### src/rtl/mem_mp_pkg.sv
// Shared types and constants for the parametrised multi-port processor memory.
package mem_mp_pkg;

  typedef enum logic [1:0] {
    ST_CLEAR  = 2'd0,
    ST_RUN    = 2'd1,
    ST_HALTED = 2'd2
  } state_t;

  localparam int WCNT_W     = 16;
  localparam int HALT_VALUE = 1;

endpackage

### src/rtl/mem_mp_if.sv
// Write/read bus and status signals of mem_mp; master = core/bench, slave = memory.
interface mem_mp_if #(
  parameter int DW  = 8,
  parameter int AW  = 8,
  parameter int NRD = 2
);
  logic [DW-1:0]                  wr_data;
  logic [AW-1:0]                  wr_addr;
  logic                           wr_en;
  logic [NRD*AW-1:0]              rd_addr;
  logic [NRD*DW-1:0]              rd_data;
  logic                           busy;
  logic                           halt;
  logic [mem_mp_pkg::WCNT_W-1:0]  wr_count;

  modport master (
    output wr_data, wr_addr, wr_en, rd_addr,
    input  rd_data, busy, halt, wr_count
  );

  modport slave (
    input  wr_data, wr_addr, wr_en, rd_addr,
    output rd_data, busy, halt, wr_count
  );
endinterface

### src/rtl/mem_mp_rdport.sv
// One registered read port: HALT_ADDR status decode and optional write-to-read bypass.
// Build option: MEM_BYPASS_EN forwards same-cycle write data to a matching read.
module mem_mp_rdport #(
  parameter int            DW        = 8,
  parameter int            AW        = 8,
  parameter logic [AW-1:0] HALT_ADDR = {AW{1'b1}}
) (
  input  logic          clk,
  input  logic          reset,
  input  logic          rd_en,
  input  logic [AW-1:0] rd_addr,
  input  logic [DW-1:0] arr_data,
  input  logic          wr_act,
  input  logic [AW-1:0] wr_addr,
  input  logic [DW-1:0] wr_data,
  input  logic          halt,
  output logic [DW-1:0] rd_data
);

`ifdef MEM_BYPASS_EN
  localparam bit BYPASS = 1'b1;
`else
  localparam bit BYPASS = 1'b0;
`endif

  // wr_act already excludes HALT_ADDR, so status reads never see bypassed data
  always_ff @(posedge clk or negedge reset) begin
    if (!reset) begin
      rd_data <= '0;
    end else if (!rd_en) begin
      rd_data <= '0;
    end else if (rd_addr == HALT_ADDR) begin
      rd_data <= {{(DW-1){1'b0}}, halt};
    end else if (BYPASS && wr_act && (wr_addr == rd_addr)) begin
      rd_data <= wr_data;
    end else begin
      rd_data <= arr_data;
    end
  end

endmodule

### src/rtl/mem_mp.sv
// Parametrised 1-write/NRD-read processor memory with post-reset clear and MMIO halt.
// Build option: MEM_BYPASS_EN (see mem_mp_rdport) selects write-to-read bypass.
module mem_mp
  import mem_mp_pkg::*;
#(
  parameter int            DW        = 8,
  parameter int            AW        = 8,
  parameter int            NRD       = 2,
  parameter logic [AW-1:0] HALT_ADDR = {AW{1'b1}}
) (
  input  logic     clk,
  input  logic     reset,
  mem_mp_if.slave  bus
);
  // state     | meaning
  // ST_CLEAR  | zeroing array[ptr], one word per cycle; writes ignored, reads return 0
  // ST_RUN    | normal operation; writes counted, HALT_ADDR=1 enters ST_HALTED
  // ST_HALTED | sticky halt; writes ignored, reads still served

  localparam int DEPTH = 2 ** AW;

  state_t              state_q, state_d;
  logic [AW-1:0]       ptr_q;
  logic [WCNT_W-1:0]   wcnt_q;
  logic [DW-1:0]       mem [DEPTH];

  logic run_wr;
  logic wr_halt_addr;
  logic wr_act;

  assign run_wr       = (state_q == ST_RUN) && bus.wr_en;
  assign wr_halt_addr = (bus.wr_addr == HALT_ADDR);
  assign wr_act       = run_wr && !wr_halt_addr;

  always_ff @(posedge clk or negedge reset) begin
    if (!reset) state_q <= ST_CLEAR;
    else        state_q <= state_d;
  end

  always_comb begin
    state_d = state_q;
    case (state_q)
      ST_CLEAR:  if (&ptr_q) state_d = ST_RUN;
      ST_RUN:    if (run_wr && wr_halt_addr && (bus.wr_data == DW'(HALT_VALUE)))
                   state_d = ST_HALTED;
      ST_HALTED: state_d = ST_HALTED;
      default:   state_d = ST_CLEAR;
    endcase
  end

  always_ff @(posedge clk or negedge reset) begin
    if (!reset) begin
      ptr_q <= '0;
    end else if (state_q == ST_CLEAR) begin
      ptr_q <= ptr_q + 1'b1;
    end
  end

  // Storage has no reset; the clear sequence is what initialises it
  always_ff @(posedge clk) begin
    if (state_q == ST_CLEAR) begin
      mem[ptr_q] <= '0;
    end else if (wr_act) begin
      mem[bus.wr_addr] <= bus.wr_data;
    end
  end

  always_ff @(posedge clk or negedge reset) begin
    if (!reset) begin
      wcnt_q <= '0;
    end else if (run_wr && (wcnt_q != {WCNT_W{1'b1}})) begin
      wcnt_q <= wcnt_q + 1'b1;
    end
  end

  assign bus.busy     = (state_q == ST_CLEAR);
  assign bus.halt     = (state_q == ST_HALTED);
  assign bus.wr_count = wcnt_q;

  for (genvar k = 0; k < NRD; k++) begin : g_rd
    logic [AW-1:0] rd_addr_k;
    logic [DW-1:0] arr_k;
    logic [DW-1:0] rd_k;

    assign rd_addr_k = bus.rd_addr[k*AW +: AW];
    assign arr_k     = mem[rd_addr_k];

    mem_mp_rdport #(
      .DW        (DW),
      .AW        (AW),
      .HALT_ADDR (HALT_ADDR)
    ) u_rdport (
      .clk      (clk),
      .reset    (reset),
      .rd_en    (state_q != ST_CLEAR),
      .rd_addr  (rd_addr_k),
      .arr_data (arr_k),
      .wr_act   (wr_act),
      .wr_addr  (bus.wr_addr),
      .wr_data  (bus.wr_data),
      .halt     (bus.halt),
      .rd_data  (rd_k)
    );

    assign bus.rd_data[k*DW +: DW] = rd_k;
  end

endmodule

### src/flat_wrapper.sv
// flat-port wrapper written by rule: the top's interface ports become plain ports
module mem_mp_flat import mem_mp_pkg::*;
#(
  parameter int            DW        = 8,
  parameter int            AW        = 8,
  parameter int            NRD       = 2,
  parameter logic [AW-1:0] HALT_ADDR = {AW{1'b1}}
)
  (clk, reset, bus_wr_data, bus_wr_addr, bus_wr_en, bus_rd_addr, bus_rd_data, bus_busy, bus_halt, bus_wr_count);
  mem_mp_if #(.DW(DW), .AW(AW), .NRD(NRD)) bus_i ();
  input  logic clk;
  input  logic reset;
  input wire logic [$bits(bus_i.wr_data)-1:0] bus_wr_data;
  input wire logic [$bits(bus_i.wr_addr)-1:0] bus_wr_addr;
  input wire logic [$bits(bus_i.wr_en)-1:0] bus_wr_en;
  input wire logic [$bits(bus_i.rd_addr)-1:0] bus_rd_addr;
  output wire logic [$bits(bus_i.rd_data)-1:0] bus_rd_data;
  output wire logic [$bits(bus_i.busy)-1:0] bus_busy;
  output wire logic [$bits(bus_i.halt)-1:0] bus_halt;
  output wire logic [$bits(bus_i.wr_count)-1:0] bus_wr_count;
  assign bus_i.wr_data = bus_wr_data;
  assign bus_i.wr_addr = bus_wr_addr;
  assign bus_i.wr_en = bus_wr_en;
  assign bus_i.rd_addr = bus_rd_addr;
  assign bus_rd_data = bus_i.rd_data;
  assign bus_busy = bus_i.busy;
  assign bus_halt = bus_i.halt;
  assign bus_wr_count = bus_i.wr_count;
  mem_mp #(.DW(DW), .AW(AW), .NRD(NRD), .HALT_ADDR(HALT_ADDR)) u_core (.clk(clk), .reset(reset), .bus(bus_i));
endmodule
### config.mk
export PLATFORM = sky130hd
export DESIGN_NAME = mem_mp_flat
export DESIGN_NICKNAME = d
export VERILOG_FILES = /design/src/rtl/mem_mp_pkg.sv /design/src/rtl/mem_mp_if.sv /design/src/rtl/mem_mp_rdport.sv /design/src/rtl/mem_mp.sv /design/src/flat_wrapper.sv
export SDC_FILE = /design/constraint.sdc
export NUM_CORES = 2
export LEC_CHECK = 0
export ABC_AREA = 0
export BUFFER_PORTS_ARGS = -buffer_cell sky130_fd_sc_hd__buf_2
export CAP_MARGIN = 15
export CELL_PAD_IN_SITES_DETAIL_PLACEMENT = 0
export CELL_PAD_IN_SITES_GLOBAL_PLACEMENT = 1
export CORE_MARGIN = 2
export CORE_UTILIZATION = 30
export DETAILED_ROUTE_END_ITERATION = 16
export PLACE_DENSITY = 0.55
export SLEW_MARGIN = 20
export SYNTH_ARGS = -nofsm -noshare
export SYNTH_HDL_FRONTEND = slang
export SYNTH_SLANG_ARGS = --single-unit
### constraint.sdc
create_clock -name clk -period 12 [get_ports clk]
set_input_delay 1.2 -clock clk [delete_from_list [all_inputs] [get_ports clk]]
set_output_delay 1.2 -clock clk [all_outputs]
set_load 0.05 [all_outputs]
Word level (Yosys, flattened, before mapping)
Memory sizes are Yosys's and may differ from the RTL's.
Cells that the tools add are included.
{"block": "op_classes", "add_sub_neg": 2, "eq_ne": 9, "muxes": 15, "n_reduce_logical": 11}
{"op": "$mux 8", "count": 6}
{"op": "$eq 8x8->1 const B", "count": 3}
{"op": "$add 16x1->16 const B", "count": 1}
{"op": "$ne 16x16->1 const B", "count": 1}
{"op": "$add 8x1->8 const B", "count": 1}
{"op": "$eq 8x1->1 const B", "count": 1}
{"op": "$reduce_and 8->1", "count": 1}
{"op": "$reduce_or 8->1", "count": 1}
{"op": "$mux 1", "count": 6}
{"op": "$pmux 2 s3", "count": 1}
{"op": "$logic_and 1x1->1", "count": 5}
{"op": "$mux 2", "count": 2}
{"op": "$eq 2x1->1 const B", "count": 1}
{"op": "$eq 2x2->1 const B", "count": 1}
{"op": "$logic_not 2->1", "count": 1}
{"op": "$ne 2x1->1 const B", "count": 1}
{"op": "$ne 2x2->1 const B", "count": 1}
{"op": "$reduce_and 2->1", "count": 1}
{"op": "$reduce_bool 2->1", "count": 1}
{"op": "$logic_not 1->1", "count": 1}
{"block": "totals", "ff_bits": 42, "mem_bits_rw": 2048, "inputBits": 35, "out_inout_bits": 34, "elab_cells": 43, "mem_count": 1}
{"name": "u_core.mem", "words": 256, "width": 8, "rd": 2, "rd_ports_with_merged_regs": 0, "wr": 1, "line": "mem_mp.sv:25", "rtl": "logic [DW-1:0] mem [DEPTH];"}

Depth between registers and ports, before layout
{"block": "logic_depth", "word_depth": 8, "mapped_depth": 13, "depth_no_buf": 9}

By module
From an unflattened synthesis, not the netlist that was laid out.
{"block": "hier_totals", "hier_cells": 5237, "area_unflattened_um2": 98600.8}
{"module": "mem_mp", "instances": 1, "cells_each": 5181, "area_per_inst_um2": 97990.2, "seq_area_each_um2": 62149.6}
{"module": "mem_mp_rdport", "instances": 2, "cells_each": 28, "area_per_inst_um2": 305.3, "seq_area_each_um2": 200.2}

Least setup slack after synthesis
OpenSTA, ideal clock, no wires.
{"block": "synth_path", "path_type": "input to register", "startpoint": "input bus_wr_addr[7]", "endpoint": "memory u_core.mem[0][0] (data pin)", "setup_ps": 869, "arrival_time_ps": 5179, "required_time_ps": 11131, "path_slack_ps": 5952, "cell_stages": 5, "n_path_buf": 1, "cell_sequence": "nand4_1 > nor3_1 > nor3_1 > clkbuf_1 > and2_1"}
{"block": "synth_via", "elab_chain_len": 8}
{"item": "start: declaration", "line": "flat_wrapper.sv:14", "rtl": "input wire logic [$bits(bus_i.wr_addr)-1:0] bus_wr_addr;"}
{"item": "$eq 8x8->1", "line": "mem_mp.sv:32", "rtl": "assign wr_halt_addr = (bus.wr_addr == HALT_ADDR);"}
{"item": "$logic_not 1->1", "line": "mem_mp.sv:33", "rtl": "assign wr_act = run_wr && !wr_halt_addr;"}
{"item": "$logic_and 1x1->1", "line": "mem_mp.sv:33"}
{"item": "$mux 1", "line": "mem_mp.sv:63", "rtl": "end else if (wr_act) begin"}
{"item": "$mux 1", "line": "mem_mp.sv:61", "rtl": "if (state_q == ST_CLEAR) begin"}
{"item": "$mux 1 (not written as such)", "line": "mem_mp.sv:64", "rtl": "mem[bus.wr_addr] <= bus.wr_data;"}
{"item": "$reduce_or 8->1 (no line)"}
{"item": "$mux 8 (no line)"}
{"item": "end: declaration", "line": "mem_mp.sv:25"}
No other way between the ends.

Final worst setup path
{"block": "layout_path", "startpoint": "input bus_rd_addr[0]", "endpoint": "register u_core.g_rd[0].u_rdport.rd_data[3]"}
{"block": "layout_via", "elab_chain_len": 3, "elab_cells_between_ends": 4, "classes_between": "eq/ne: 1; mux: 2; memory: 1"}
{"item": "start: declaration", "line": "flat_wrapper.sv:16", "rtl": "input wire logic [$bits(bus_i.rd_addr)-1:0] bus_rd_addr;"}
{"item": "$mem_v2 256x8 or $eq 8x8->1 (tied branches)"}
{"item": "$mux 8 *", "line": "mem_mp_rdport.sv:32", "rtl": "end else if (rd_addr == HALT_ADDR) begin"}
{"item": "$mux 8 *", "line": "mem_mp_rdport.sv:30", "rtl": "end else if (!rd_en) begin"}
{"item": "end signal: assignment", "line": "mem_mp_rdport.sv:33", "rtl": "rd_data <= {{(DW-1){1'b0}}, halt};"}
{"item": "end signal: assignment", "line": "mem_mp_rdport.sv:35", "rtl": "rd_data <= wr_data;"}
{"item": "end signal: assignment", "line": "mem_mp_rdport.sv:37", "rtl": "rd_data <= arr_data;"}
{"item": "end: declaration", "line": "mem_mp_rdport.sv:17", "rtl": "output logic [DW-1:0] rd_data"}
Every way passes the cells marked *; elsewhere a longest branch is shown, timed or not.
A chain may end at the register's enable or synchronous reset.

==> flow_summary.ini <==
[timing]
finalCritPeriodShare_pct = 45.6
rsz0062_at_grt = no
holdWs_ns = 0.408
fin_skew_ns = 0.0293
hold_viol_final = 0
clock.fmax_mhz = 183
slew_violations = 0
worst_slew_pin_slew_ns = 1.23
setup_tns_ns = 0
relSlewSlack_pct = 17.6
setup_viol = 0
finalCriticalPeriod_ns = 5.48

[yosys]
synth_area_per_cell_um2 = 18.3
synth_edf_count = 2048
synth_top_cell_by_area = edfxtp_1
yosysWarnings = 0
ys_ff_latch = 2090
syn-num-nets = 5438
syn_inst = 5397
ys.flop_type = edfxtp_1
synth_top_area_share_pct = 62.4
ys_async_sr_fraction_pct = 2.01
yosysSeqAreaShare_pct = 63.5
synthTopCellsByArea = edfxtp_1 62%, mux4_2 21%, mux2i_1 4.3%
synth_area_um2 = 98500
synth.distinct_cells = 70

[setup_path]
slowest_delay_ns = 0.98
cp_data_arrival_time_ns = 6.31
worstSetupEndpointType = register
critPathLaunchType = input pin
cpMaxStageDelayCell = a211oi_1
cp.required_ns = 12.83
crit_chain = buf_8, buf_12, buf_4, buf_4, mux2i_1, o221ai_1, a21oi_1, nor4_1, a21oi_1, a211oi_1, and3_1
critPathMaxFanout = 68
worstSetupPathType = input pin to register

[cts]
cts_tree = done
clk_path_buf_depth = 3
post_cts_buffers = 0
clk_pin_slew_ns = 0.06
htreeDepth = 4
clock_latency_ns = 0.90
clock-sinks = 2090
cts_resized = 0
ctsHoldBuffers = 0
cts-buffers-inserted = 229
root_buffer = clkbuf_16

[place]
place_hpwl_mm = 232
routabilityCongestion = 0.889
portBuffers = 68

[grt]
globalRouteOverflowTotal = 0
grt_max_degree = 103
track_usage_pct = 21.3
antenna_found_initial = 34
grt_first_pass_wirelength_mm = 493
grt_pass1_vias = 58764

[routing]
via_count = 58583
drtPass1Iterations = 5
drt_wl_total_mm = 360
drt-wirelength-per-cell_um = 35.8
viasPerCell = 5.83
ant_nets = 0
drt_iter0_drc = 7774
drc_errors = 0

[pwr]
peakVddDrop_uv = 128
total_power_mw = 15.6
power.leakage_nw = 29.0
power-per-cell-area_nw_per_um2 = 140

[die]
core_um2 = 327000
io-pin-count = 69
rows = 210
die_h_um = 577
dieArea_um2 = 333000
start_util_pct = 30.1
fp.dieW_um = 577

[final_layout]
fin_util_pct = 34.1
fillers = 30897
layout_common_cells = 2048 x edfxtp_1, 909 x mux4_2, 419 x mux2i_1
final_common_cell = edfxtp_1
seq_area_um2 = 62600
area_growth_pct = 13.0
drive_above_1_share_pct = 28.8
multi_input_area_um2 = 34000
layout.nets = 5530

[status]
status = finished, final reports clean

[flow_run]
cap_violations = 0

[min_path]
min-delay-path-class = input pin to async pin
-- worst max-delay path, delay by kind of cell --
family,cells,cell delay [ns]
muxes,1,0.17
AOI/OAI and AO/OA,4,1.49
buffers and inverters,4,2.17
and+or+nand+nor,2,1.03
-- routing by layer --
metal,vias up,routed length [um],global-route usage [%]
met5,-,51,0
met4,8,16400,8.91
met3,574,30000,4.34
met2,2952,166000,33.2
met1,31820,147000,28.9
li1,23229,-,-
-- where the power goes --
group	switching, mW	leakage [nW]	internal (mW)
combinational	0.573	10.8	0.247
clock	3.01	3.50	3.84
sequential	0	14.7	7.89
total	3.58	29.0	12.0
-- worst paths after layout --
check                                         from                            endpoint  slack, ns  cells past startpoint
max                                 bus_rd_addr[0]  u_core.g_rd[0].u_rdport.rd_data[3]       6.52                     11
min                                          reset             u_core.bus.wr_count[10]       0.41                      2
max reg2reg                      u_core.state_q[0]                  u_core.mem[224][2]       6.80                      9
min reg2reg                u_core.bus.wr_count[10]             u_core.bus.wr_count[10]       0.49                      1
max in group asynchronous                    reset  u_core.g_rd[1].u_rdport.rd_data[5]      11.00                      2
min in group clk           u_core.bus.wr_count[10]             u_core.bus.wr_count[10]       0.49                      1
-- Yosys cell counts (6+ instances only) --
master / n
nor3_1: 77
nand4b_1: 7
edfxtp_1: 2048
nand3b_1: 11
o2111ai_1: 9
and3_1: 18
o221ai_1: 179
o31ai_1: 6
mux2i_1: 419
buf_4: 88
a211oi_1: 24
ha_1: 6
a31oi_1: 28
o21ai_0: 51
nand4_1: 13
and2_1: 24
nand2b_1: 17
a221oi_1: 9
dfrtp_1: 42
nor4_1: 26
o21ai_1: 7
nor2_1: 355
xnor2_1: 16
buf_2: 79
a21oi_1: 122
clkbuf_1: 185
nor2b_1: 10
nand2_1: 180
buf_1: 37
buf_6: 30
nand3_1: 68
a2111oi_0: 23
a22oi_1: 39
o22ai_1: 104
mux4_2: 909
mux2_2: 38
inv_1: 11
or3_1: 11
-- stage by stage --
step                      cell area (um^2)  setup WS, ns  std cells
after floorplan                      98500          5.95       5397
after global placement              104000          5.59       9602
after detailed placement            104000          5.68       9603
after CTS                           111000          6.68      10024
after global routing                111000          6.38      10034
final                               111000          6.52      10049
-- logic make-up after synthesis --
group / after synthesis / synth area share (%)
adders and majority gates: 6 / 0.0762
and+or+nand+nor: 837 / 3.84
DFF: 2090 / 63.5
AOI/OAI and AO/OA: 638 / 4.59
buffers and inverters: 439 / 2.36
muxes: 1366 / 25.5
xor gates and xnor gates: 21 / 0.187
-- sequential cells by signal (all words and copies together) (netlist names) --
signal	count
u_core.mem	2048
u_core.state_q	2
u_core.g_rd.u_rdport.rd_data	16
u_core.ptr_q	8
u_core.bus.wr_count	16
-- cell type report --
class,instances,area share [%]
antenna,24,0.0539
clock buffer,301,5.51
clock inverter,120,0.913
inverter,17,0.0730
multi-input combinational,2868,30.5
sequential,2090,56.2
tap,4346,4.88
timing repair buffer,283,1.92
Note: power is estimated with default switching activity, not from simulation.
